### src/rtl/seg7_pkg.sv
// seg7_pkg -- shared definitions for the seven-segment reader.
//   SEG_* : abcdefg patterns for digits 0..7 plus the blank pattern
//           (bit 6 = segment a, bit 0 = segment g).
//   seg7_state_t  : reader FSM states.
//   seg7_decode_t : result of classifying one pattern.
//   seg7_decode() : pattern -> {blank, err, value}.
package seg7_pkg;

  localparam logic [6:0] SEG_BLANK = 7'b0000000;
  localparam logic [6:0] SEG_0     = 7'b1111110;
  localparam logic [6:0] SEG_1     = 7'b0110000;
  localparam logic [6:0] SEG_2     = 7'b1101101;
  localparam logic [6:0] SEG_3     = 7'b1111001;
  localparam logic [6:0] SEG_4     = 7'b0110011;
  localparam logic [6:0] SEG_5     = 7'b1011011;
  localparam logic [6:0] SEG_6     = 7'b1011111;
  localparam logic [6:0] SEG_7     = 7'b1110000;

  typedef enum logic [1:0] {
    ST_IDLE   = 2'd0,
    ST_SETTLE = 2'd1,
    ST_HOLD   = 2'd2
  } seg7_state_t;

  typedef struct packed {
    logic       blank;
    logic       err;
    logic [2:0] value;
  } seg7_decode_t;

  // Illegal patterns decode to value 0 with err set, so the value can be
  // loaded into the report register unconditionally.
  function automatic seg7_decode_t seg7_decode(input logic [6:0] pat);
    seg7_decode_t d;
    d = '{blank: 1'b0, err: 1'b0, value: 3'd0};
    case (pat)
      SEG_BLANK: d.blank = 1'b1;
      SEG_0:     d.value = 3'd0;
      SEG_1:     d.value = 3'd1;
      SEG_2:     d.value = 3'd2;
      SEG_3:     d.value = 3'd3;
      SEG_4:     d.value = 3'd4;
      SEG_5:     d.value = 3'd5;
      SEG_6:     d.value = 3'd6;
      SEG_7:     d.value = 3'd7;
      default:   d.err   = 1'b1;
    endcase
    return d;
  endfunction

endpackage

### src/rtl/seg7_stable_filter.sv
// seg7_stable_filter -- sample register plus stability counter.
//   clk, rst_n : clock, synchronous active-low reset
//   seg        : raw segment levels {a,b,c,d,e,f,g}
//   sample     : registered copy of seg, updated every cycle
//   stable     : counter has saturated at STABLE_CYCLES (sample unchanged
//                for STABLE_CYCLES consecutive edges)
//   changed    : sample took a new value at the most recent edge
module seg7_stable_filter #(
  parameter int STABLE_CYCLES = 4
) (
  input  logic       clk,
  input  logic       rst_n,
  input  logic [6:0] seg,
  output logic [6:0] sample,
  output logic       stable,
  output logic       changed
);

  localparam logic [3:0] SAT = 4'(STABLE_CYCLES);

  logic [3:0] cnt;

  // The counter is updated on the same edge that loads the sample, so a
  // new value starts with cnt=0 and reaches SAT after STABLE_CYCLES more
  // equal samples.
  always_ff @(posedge clk) begin
    if (!rst_n) begin
      sample  <= 7'b0000000;
      cnt     <= 4'd0;
      changed <= 1'b0;
    end else begin
      sample  <= seg;
      changed <= (seg != sample);
      if (seg != sample) begin
        cnt <= 4'd0;
      end else if (cnt != SAT) begin
        cnt <= cnt + 4'd1;
      end
    end
  end

  assign stable = (cnt == SAT);

endmodule

### src/rtl/seg7_reader.sv
// seg7_reader -- debounced seven-segment display reader.
//   Watches segments a..g, waits until a pattern has been stable for
//   STABLE_CYCLES cycles and reports it once as a 3-bit digit (or as an
//   illegal pattern with seg_err=1, binary=0). Blank is never reported but
//   re-arms reporting of the next digit.
//   clk, rst_n      : clock, synchronous active-low reset
//   seg_a..seg_g    : segment levels, 1 = lit
//   binary, seg_err : report contents, valid while out_valid=1
//   out_valid       : report available
//   out_ready       : consumer accepts the report
//   err_cnt         : illegal reports accepted, saturating at 255
//                     (only when SEG7_READER_ERRCNT_EN is defined)
//   fsm_state       : current FSM state, for debug/observation
//
// Handshake: a report is transferred on every rising edge where
// out_valid && out_ready. While out_valid=1 and out_ready=0, binary,
// seg_err and out_valid do not change whatever the segment inputs do.
module seg7_reader
  import seg7_pkg::*;
#(
  parameter int STABLE_CYCLES = 4
) (
  input  logic        clk,
  input  logic        rst_n,
  input  logic        seg_a,
  input  logic        seg_b,
  input  logic        seg_c,
  input  logic        seg_d,
  input  logic        seg_e,
  input  logic        seg_f,
  input  logic        seg_g,
  output logic [2:0]  binary,
  output logic        out_valid,
  input  logic        out_ready,
  output logic        seg_err,
`ifdef SEG7_READER_ERRCNT_EN
  output logic [7:0]  err_cnt,
`endif
  output seg7_state_t fsm_state
);

  logic [6:0]   sample;
  logic         stable;
  logic         changed;
  seg7_decode_t dec;

  seg7_stable_filter #(
    .STABLE_CYCLES(STABLE_CYCLES)
  ) u_filter (
    .clk     (clk),
    .rst_n   (rst_n),
    .seg     ({seg_a, seg_b, seg_c, seg_d, seg_e, seg_f, seg_g}),
    .sample  (sample),
    .stable  (stable),
    .changed (changed)
  );

  assign dec = seg7_decode(sample);

  seg7_state_t state, state_nxt;

  logic [6:0] rpt_pat;     // pattern currently held in the report
  logic [6:0] last_pat;    // pattern of the last accepted report
  logic       last_valid;  // 0 = nothing reported since reset/blank
  logic       load_rpt;
  logic       accept;
  logic       clear_last;
  logic       same_as_last;
  logic       pending;

  assign same_as_last = last_valid && (sample == last_pat);

  // A stable pattern still waiting to be reported: covers a value that
  // settled while a previous report was held, and a blank that must still
  // clear last-reported. Blank with nothing reported is already settled.
  assign pending = stable && !same_as_last && !(dec.blank && !last_valid);

  always_ff @(posedge clk) begin
    if (!rst_n) begin
      state <= ST_IDLE;
    end else begin
      state <= state_nxt;
    end
  end

  always_comb begin
    state_nxt  = state;
    load_rpt   = 1'b0;
    accept     = 1'b0;
    clear_last = 1'b0;
    case (state)
      ST_IDLE: begin
        if (changed || pending) begin
          state_nxt = ST_SETTLE;
        end
      end
      ST_SETTLE: begin
        if (stable) begin
          if (dec.blank) begin
            clear_last = 1'b1;
            state_nxt  = ST_IDLE;
          end else if (same_as_last) begin
            state_nxt = ST_IDLE;
          end else begin
            load_rpt  = 1'b1;
            state_nxt = ST_HOLD;
          end
        end
      end
      ST_HOLD: begin
        if (out_ready) begin
          accept    = 1'b1;
          state_nxt = ST_IDLE;
        end
      end
      default: state_nxt = ST_IDLE;
    endcase
  end

  assign out_valid = (state == ST_HOLD);
  assign fsm_state = state;

  always_ff @(posedge clk) begin
    if (!rst_n) begin
      binary     <= 3'd0;
      seg_err    <= 1'b0;
      rpt_pat    <= 7'b0000000;
      last_pat   <= 7'b0000000;
      last_valid <= 1'b0;
    end else begin
      if (load_rpt) begin
        binary  <= dec.value;
        seg_err <= dec.err;
        rpt_pat <= sample;
      end
      if (accept) begin
        last_pat   <= rpt_pat;
        last_valid <= 1'b1;
      end
      if (clear_last) begin
        last_valid <= 1'b0;
      end
    end
  end

`ifdef SEG7_READER_ERRCNT_EN
  always_ff @(posedge clk) begin
    if (!rst_n) begin
      err_cnt <= 8'd0;
    end else if (accept && seg_err && (err_cnt != 8'hFF)) begin
      err_cnt <= err_cnt + 8'd1;
    end
  end
`endif

endmodule
### config.mk
export PLATFORM = sky130hd
export DESIGN_NAME = seg7_reader
export DESIGN_NICKNAME = d
export VERILOG_FILES = /design/src/rtl/seg7_pkg.sv /design/src/rtl/seg7_stable_filter.sv /design/src/rtl/seg7_reader.sv
export SDC_FILE = /design/constraint.sdc
export NUM_CORES = 1
export LEC_CHECK = 0
export ABC_AREA = 1
export CORE_AREA = 2 2 75 62
export CTS_CLUSTER_DIAMETER = 60
export DETAILED_ROUTE_END_ITERATION = 10
export DIE_AREA = 0 0 77 64
export GPL_TIMING_DRIVEN = 1
export PLACE_DENSITY_LB_ADDON = 0.05
export SYNTH_ARGS = -nofsm -noshare
export SYNTH_HDL_FRONTEND = slang
export SYNTH_SLANG_ARGS = --single-unit
export TNS_END_PERCENT = 20
### constraint.sdc
create_clock -name clk -period 1.45 [get_ports clk]
set_input_delay 0.145 -clock clk [delete_from_list [all_inputs] [get_ports clk]]
set_output_delay 0.145 -clock clk [all_outputs]
set_load 0.01 [all_outputs]
==> summary.md, run 1 <==
| Metric | Value |
|---|---|
| Critical-path cell list | `inv_2 > buf_4 > nand3_4 > nor2_4 > nor3_4 > nand3_4 > buf_6 > nand2_1 > a21oi_1` |
| Worst vdd ir | `0.000536 V` |
| Slew Viols, Final | `0` |
| Slowest CP cell | `dfxtp_2` |
| Number of synthesized flops with an enable pin | `0` |
| Yosys warns | `0` |
| Mapped cell area | `0.00162 mm2` |
| CTS tree | `yes` |
| Register Area | `672 um2` |
| Routed WL | `3750 um` |
| Initial DRC Count | `73` |
| Num CTS Buffers | `5` |
| IO buf count | `16` |
| CP peak stage delay | `360 ps` |
| HP Class | `input pin to flip-flop` |
| Final setup margin | `22.5 ps` |
| Synth Area per Inst | `6.84 um2` |
| Initial DRT Pass Iterations | `4` |
| Async S/R FF share, synth | `0%` |
| Dpl hpwl | `2830 um` |
| Core area | `0.00415 mm2` |
| Mapped Cells | `237` |
| Register area share after synthesis | `40.7%` |
| Synth top cells by count | `nand2_1, dfxtp_1, inv_1` |
| Synthesis-stage register bit count | `33` |
| Hold WS | `429 ps` |
| Vias in the first global route | `1358` |
| Root buffer cell | `clkbuf_8` |
| Worst Tran Pin Value | `456 ps` |
| Final GP Congestion | `0.837` |
| Cell Pwr Density | `844 mW/mm2` |
| Chip width | `77 um` |
| Skew final | `3.85 ps` |
| Effective utilization at floorplan | `39.1%` |
| Final Hold Fails | `0` |
| Post-route ant nets | `0` |
| Final net count | `288` |
| Total grt overflow | `0` |
| Filler cells | `436` |
| Initial antenna violation count | `0` |
| Total track usage | `16.5%` |
| # clock sinks | `33` |
| Final period utilization | `98.5%` |
| Static leakage | `0.954 nW` |
| Rows | `21` |
| Worst Path Required | `1600 ps` |
| CP Capture Type | `flip-flop` |
| Most used cell, CP | `nand3_4` |
| Inserted Diodes | `0` |
| Worst-skew pair later-pin latency | `280 ps` |
| Multi-input gate area | `850 um2` |
| First-pass GRT wire length | `6330 um` |
| Achievable Freq | `0.701 GHz` |
| Wire per inst | `11.3 um` |
| Synth cell types | `23` |
| Area leader, netlist | `dfxtp_1` |
| Min Tclk post-route | `1430 ps` |
| Post-DR vias/cell | `4.52` |
| Syn Nets | `249` |
| RSZ-0062 raised after global routing | `true` |
| CP max FO | `7` |
| Largest net degree at the start of global routing | `14` |
| Cell with the most instances after synthesis | `nand2_1` |
| Worst setup SP type | `flip-flop` |
| Prevailing post-synth register cell | `dfxtp_1` |
| Slew HR | `69.5%` |
| Drt drc | `0` |
| Clk buf depth | `2` |
| Place WS | `-57.7 ps` |
| Area Overhead vs Synth | `35.7%` |
| Die Y-Extent | `64 um` |
| Kind of critical path | `flip-flop to flip-flop` |
| Post-cts hold buffer count | `0` |
| Arr. time, crit path | `1580 ps` |
| Proportion of layout cells with a drive suffix above 1 | `23.9%` |
| Status | `finished clean` |
| CTS clk-pin slew, worst paths | `60 ps` |
| Die area | `0.00493 mm2` |
| Top cell type's share of synthesized area | `40.7%` |
| Max-cap violations | `0` |
| Htree depth | `2` |
| I/O pin cnt | `17` |
| Setup_tns | `0 ps` |
| Via count | `1504` |
| Top cells by area, synth | `dfxtp_1, nand2_1, a21oi_1` |
| Final-report setup violation count | `0` |
[flip-flops by register name, indices dropped and copies added (netlist names)]
| name | cells |
|---|---|
| binary | 3 |
| last_pat | 7 |
| u_filter.changed | 1 |
| rpt_pat | 7 |
| seg_err | 1 |
| u_filter.cnt | 4 |
| u_filter.sample | 7 |
| last_valid | 1 |
| fsm_state | 2 |
[cell type report]
cell class / count / area share (%)
multi-input combinational: 158 / 38.6
sequential: 33 / 30.5
timing repair buffer: 43 / 17.4
inverter: 35 / 6.31
clock buffer: 7 / 3.92
tap: 57 / 3.24
[stage by stage]
step	cell area, um2	total power, mW	std cells	util [%]
detailed placement	1980	1.16	325	47.8
global placement	1980	1.16	325	47.8
CTS	2070	1.85	332	49.9
floorplan	1620	1.07	237	-
global route	2200	1.94	333	53.0
finish	2200	1.86	333	53.0
[cells in the final DEF (no fill, tap or decap)]
cell,Yosys,layout
nor2_2,2,2
nand4_1,4,4
dfxtp_1,33,26
xnor2_1,8,7
dfxtp_4,0,1
clkbuf_1,4,1
clkbuf_8,0,6
nor3_2,0,2
nand3_4,0,2
nand2_2,1,8
o21ai_0,9,9
dlymetal6s2s_1,0,1
nor2_4,1,4
buf_4,1,22
dlygate4sd2_1,0,1
a211oi_2,0,1
nand2_1,69,62
clkdlybuf4s50_1,0,14
inv_1,32,32
buf_6,2,5
a21oi_1,24,22
nand3_1,8,8
nor2_1,20,17
nor3_1,5,3
ha_1,2,2
dfxtp_2,0,6
a21oi_2,0,2
a31oi_1,1,1
nor3_4,1,1
inv_2,3,2
inv_8,0,1
xnor2_2,0,1
[power by group]
group / switching, mW / internal [mW] / leakage (nW) / total, mW
clock: 0.320 / 0.376 / 0.0443 / 0.697
combinational: 0.108 / 0.110 / 0.639 / 0.218
sequential: 0.0192 / 0.923 / 0.270 / 0.942
total: 0.448 / 1.41 / 0.954 / 1.86
[final timing paths]
| check | from | to | slack [ps] | cells past startpoint |
|---|---|---|---|---|
| worst max-delay path | u_filter.sample[6]$_SDFF_PN0_ | rpt_pat[2]$_SDFFE_PN0P_ | 20 | 9 |
| worst min-delay path | seg_a | u_filter.sample[6]$_SDFF_PN0_ | 430 | 3 |
| worst max register to register | u_filter.sample[6]$_SDFF_PN0_ | rpt_pat[2]$_SDFFE_PN0P_ | 20 | 9 |
| worst min register to register | rpt_pat[0]$_SDFFE_PN0P_ | rpt_pat[0]$_SDFFE_PN0P_ | 460 | 2 |
[critical path: cells and delay by family (launching register included)]
| kind | cells | cell delay [ps] |
|---|---|---|
| AOI/OAI and AO/OA | 1 | 60 |
| DFF | 1 | 360 |
| and+or+nand+nor | 5 | 520 |
| buffers and inverters | 3 | 360 |
[logic make-up after synthesis]
group | share of synthesized area, %
simple gates | 30.2
compound gates | 11.0
fa+ha+maj | 1.54
xor+xnor | 4.32
buf+inv | 12.1
flops | 40.7
[timing repair]
item                       CTS  global route
pin swaps                    0             6
buffers inserted             0             1
setup endpoints to repair   13            18
resized for setup            3            36
[routing by layer]
layer	up-vias	wire length, um	global-route usage [%]
li1	807	-	-
met1	662	1980	24.0
met2	26	1530	23.0
met3	9	159	3.81
met4	0	74	7.37
met5	-	0	0
Power figures use the tool's default switching activity.
==> inputs of run 2 (changes only) <==
--- a/config.mk
+++ b/config.mk
@@ -5,11 +5,10 @@
 export SDC_FILE = /design/constraint.sdc
 export NUM_CORES = 1
 export LEC_CHECK = 0
-export ABC_AREA = 1
-export CORE_AREA = 2 2 75 62
+export CORE_AREA = 2 2 75 63
 export CTS_CLUSTER_DIAMETER = 60
 export DETAILED_ROUTE_END_ITERATION = 10
-export DIE_AREA = 0 0 77 64
+export DIE_AREA = 0 0 77 65
 export GPL_TIMING_DRIVEN = 1
 export PLACE_DENSITY_LB_ADDON = 0.05
 export SYNTH_ARGS = -nofsm -noshare
==> run 2 against run 1 <==
Against the previous run: wire length down 2.2%; largest cell class unchanged; sequential cell count unchanged; critical path type unchanged; combinational power down 3%; critical path depth down 3; sequential share of layout area up 0.71 points.
==> summary.md, run 2 <==
| Metric | Value |
|---|---|
| Area leader, netlist | `dfxtp_1 (unchanged)` |
| Total grt overflow | `0 (unchanged)` |
| First-pass GRT wire length | `6310 um (was 6330 um)` |
| CP peak stage delay | `330 ps (was 360 ps)` |
| Post-route ant nets | `0 (unchanged)` |
| Skew final | `8.32 ps (was 3.85 ps)` |
| Final period utilization | `99.2% (was 98.5%)` |
| CTS clk-pin slew, worst paths | `70 ps (was 60 ps)` |
| # clock sinks | `33 (unchanged)` |
| Worst Tran Pin Value | `272 ps (was 456 ps)` |
| Sequential share of power | `52.1% (was 50.7%)` |
| Grt met2 use | `25.9% (was 23.0%)` |
| Worst vdd ir | `0.000464 V (was 0.000536 V)` |
| Mapped Cells | `186 (was 237)` |
| Int Power | `1.37 mW (was 1.41 mW)` |
| Cells on worst reg2reg path | `6 (was 9)` |
| Final Hold Fails | `0 (unchanged)` |
| Proportion of layout cells with a drive suffix above 1 | `27.7% (was 23.9%)` |
| CP Capture Type | `flip-flop (unchanged)` |
| Vias in the first global route | `1355 (was 1358)` |
| HP Class | `flip-flop to flip-flop (was input pin to flip-flop)` |
| Biggest regs | `last_pat: 7 flops, rpt_pat: 7 flops, u_filter.sample: 7 flops (unchanged)` |
| Register area share after synthesis | `40.2% (was 40.7%)` |
| Final-report setup violation count | `0 (unchanged)` |
| Initial antenna violation count | `0 (unchanged)` |
| Initial DRT Pass Iterations | `4 (unchanged)` |
| Synth top cells by count | `nand2_1, dfxtp_1, xnor2_1 (was nand2_1, dfxtp_1, inv_1)` |
| Htree depth | `2 (unchanged)` |
| Total track usage | `16.3% (was 16.5%)` |
| Synth cell types | `37 (was 23)` |
| Global Route met1 Usage | `21.1% (was 24.0%)` |
| Final setup margin | `11.2 ps (was 22.5 ps)` |
| Syn Nets | `198 (was 249)` |
| Wire per inst | `12.9 um (was 11.3 um)` |
| Sw frac | `24.7% (was 24.1%)` |
| I/O pin cnt | `17 (unchanged)` |
| Area Overhead vs Synth | `33.0% (was 35.7%)` |
| Synthesis-stage register bit count | `33 (unchanged)` |
| Largest delay share family, worst path | `simple AND/OR/NAND/NOR gates (unchanged)` |
| Dpl hpwl | `2660 um (was 2830 um)` |
| Switching pwr | `0.450 mW (was 0.448 mW)` |
| Min Tclk post-route | `1440 ps (was 1430 ps)` |
| Place WS | `-95.6 ps (was -57.7 ps)` |
| Yosys warns | `0 (unchanged)` |
| Arr. time, crit path | `1660 ps (was 1580 ps)` |
| Static leakage | `0.800 nW (was 0.954 nW)` |
| Synth Area per Inst | `8.84 um2 (was 6.84 um2)` |
| Top cells by area, synth | `dfxtp_1, nand2_1, xnor2_1 (was dfxtp_1, nand2_1, a21oi_1)` |
| Chip width | `77 um (unchanged)` |
| Final net count | `235 (was 288)` |
| Most used routing layer | `met2 (was met1)` |
| Commonest non-fill, non-tap cell in the layout | `nand2_1 (unchanged)` |
| CTS tree | `yes (unchanged)` |
| Slew HR | `81.9% (was 69.5%)` |
| Root buffer cell | `clkbuf_8 (unchanged)` |
| Slowest CP cell | `nor4_4 (was dfxtp_2)` |
| Post-DR vias/cell | `4.83 (was 4.52)` |
| Clk buf depth | `2 (unchanged)` |
| Setup_tns | `0 ps (unchanged)` |
| Max-cap violations | `0 (unchanged)` |
| WP depth | `6 (was 9)` |
| Cell with the most instances after synthesis | `nand2_1 (unchanged)` |
| Inserted Diodes | `0 (unchanged)` |
| Final GP Congestion | `0.727 (was 0.837)` |
| Slew Viols, Final | `0 (unchanged)` |
| Worst-skew pair later-pin latency | `290 ps (was 280 ps)` |
| Kind of critical path | `flip-flop to flip-flop (unchanged)` |
| Via count | `1371 (was 1504)` |
| Comb pwr share | `11.6% (was 11.7%)` |
| Routed WL | `3670 um (was 3750 um)` |
| Drt drc | `0 (unchanged)` |
| Commonest cells after routing, fill and taps aside | `nand2_1, buf_4, dfxtp_1, clkdlybuf4s50_1, xnor2_1 (was nand2_1, inv_1, dfxtp_1, a21oi_1, buf_4)` |
| Mapped cell area | `0.00164 mm2 (was 0.00162 mm2)` |
| Achievable Freq | `0.695 GHz (was 0.701 GHz)` |
| CP max FO | `11 (was 7)` |
| Initial DRC Count | `41 (was 73)` |
| Die area | `0.00501 mm2 (was 0.00493 mm2)` |
| Largest net degree at the start of global routing | `28 (was 14)` |
| CP Buf/Inv Count | `2 (was 3)` |
| Status | `finished clean (unchanged)` |
| Prevailing post-synth register cell | `dfxtp_1 (unchanged)` |
| Top cell type's share of synthesized area | `40.2% (was 40.7%)` |
| Die Y-Extent | `65 um (was 64 um)` |
| Worst Path Required | `1670 ps (was 1600 ps)` |
| Num CTS Buffers | `5 (unchanged)` |
| RSZ-0062 raised after global routing | `true (unchanged)` |
| Hold depth | `2 (was 3)` |
| Number of synthesized flops with an enable pin | `0 (unchanged)` |
| IO buf count | `16 (unchanged)` |
| Rows | `22 (was 21)` |
| Worst setup SP type | `flip-flop (unchanged)` |
| Clk pwr share | `36.3% (was 37.5%)` |
| Cell Pwr Density | `834 mW/mm2 (was 844 mW/mm2)` |
| Met3 Usage GRT | `5.01% (was 3.81%)` |
| Effective utilization at floorplan | `37.8% (was 39.1%)` |
| Core area | `0.00435 mm2 (was 0.00415 mm2)` |
| Critical-path cell list | `inv_2 > ha_4 > nand3b_1 > nor4_4 > buf_12 > mux2i_1 (was inv_2 > buf_4 > nand3_4 > nor2_4 > nor3_4 > nand3_4 > buf_6 > nand2_1 > a21oi_1)` |
| Async S/R FF share, synth | `0% (unchanged)` |
run 2: cell count changes after synthesis, moves of 7 or more:
cell,before,now
a21boi_0,0,7
a21oi_1,24,5
nor2_1,20,4
nand2_1,69,40
mux2i_1,0,9
inv_1,32,3
and2_1,0,8
run 2: worst paths after layout:
path	startpoint	endpoint	slack, ps
setup reg to reg	u_filter.cnt[0]$_SDFFE_PP0P_	rpt_pat[1]$_SDFFE_PN0P_	10
hold / removal	rpt_pat[6]$_SDFFE_PN0P_	rpt_pat[6]$_SDFFE_PN0P_	450
setup / recovery	u_filter.cnt[0]$_SDFFE_PP0P_	rpt_pat[1]$_SDFFE_PN0P_	10
hold reg to reg	rpt_pat[6]$_SDFFE_PN0P_	rpt_pat[6]$_SDFFE_PN0P_	450
run 2: routing by layer:
| metal | up-vias | wire length, um |
|---|---|---|
| li1 | 696 | - |
| met1 | 647 | 1800 |
| met2 | 23 | 1670 |
| met3 | 5 | 150 |
| met4 | 0 | 46 |
| met5 | - | 0 |
run 2: through the flow:
stage / hold slack (ps) / cell area (um2) / instances / total power, mW / utilization [%]
final: 450 / 2190 / 284 / 1.82 / 50.3
after global routing: 461 / 2190 / 284 / 1.91 / 50.3
after CTS: 454 / 2090 / 283 / 1.83 / 48.2
after detailed placement: 446 / 1990 / 274 / 1.16 / 45.9
after global placement: 448 / 1990 / 274 / 1.16 / 45.9
after floorplan: 267 / 1660 / 186 / 1.08 / -
run 2: power groups by stage:
stage	registers (mW)	clock network, mW	logic [mW]
global placement	0.969	0	0.192
finish	0.950	0.663	0.212
detailed placement	0.969	0	0.194
CTS	0.951	0.678	0.196
global route	0.954	0.727	0.231
floorplan	0.953	0	0.129
run 2: cell type report:
class	instances	area [um2]
clock buffers	6	72.6
clock inverters	2	10.0
flip-flops and latches	33	683
multi-input cells	137	953
fillers	434	2160
repair buffers	43	382
well taps	60	75.1
inverters	3	11.3
run 2: cells by family (layout without fill, tap and decap cells):
kind of cell	count (synthesis)	count (layout)	synth area share, %
AOI/OAI and AO/OA	24	24	9.13
xor gates and xnor gates	18	18	9.59
adders and majority gates	2	2	1.52
and+or+nand+nor	84	84	27.5
DFF	33	33	40.2
buffers and inverters	16	54	6.62
muxes	9	9	5.48
run 2: tightest hold or removal path, stage by stage (launching register included):
cell and delay, ps:
dfxtp_1 310, nand2_1 50, o21ai_1 50
run 2: repair_timing:
item	4_1_cts	5_1_grt
pin swaps	1	7
hold buffers	0	0
buffers inserted	1	1
resized for setup	9	22
setup endpoints to repair	19	17
==> inputs of run 3 (changes only) <==
--- a/config.mk
+++ b/config.mk
@@ -5,6 +5,7 @@
 export SDC_FILE = /design/constraint.sdc
 export NUM_CORES = 1
 export LEC_CHECK = 0
+export CAP_MARGIN = 20
 export CORE_AREA = 2 2 75 63
 export CTS_CLUSTER_DIAMETER = 60
 export DETAILED_ROUTE_END_ITERATION = 10
==> results of run 3 <==
Final layout, timing and power as in run 2 (identical DEF).
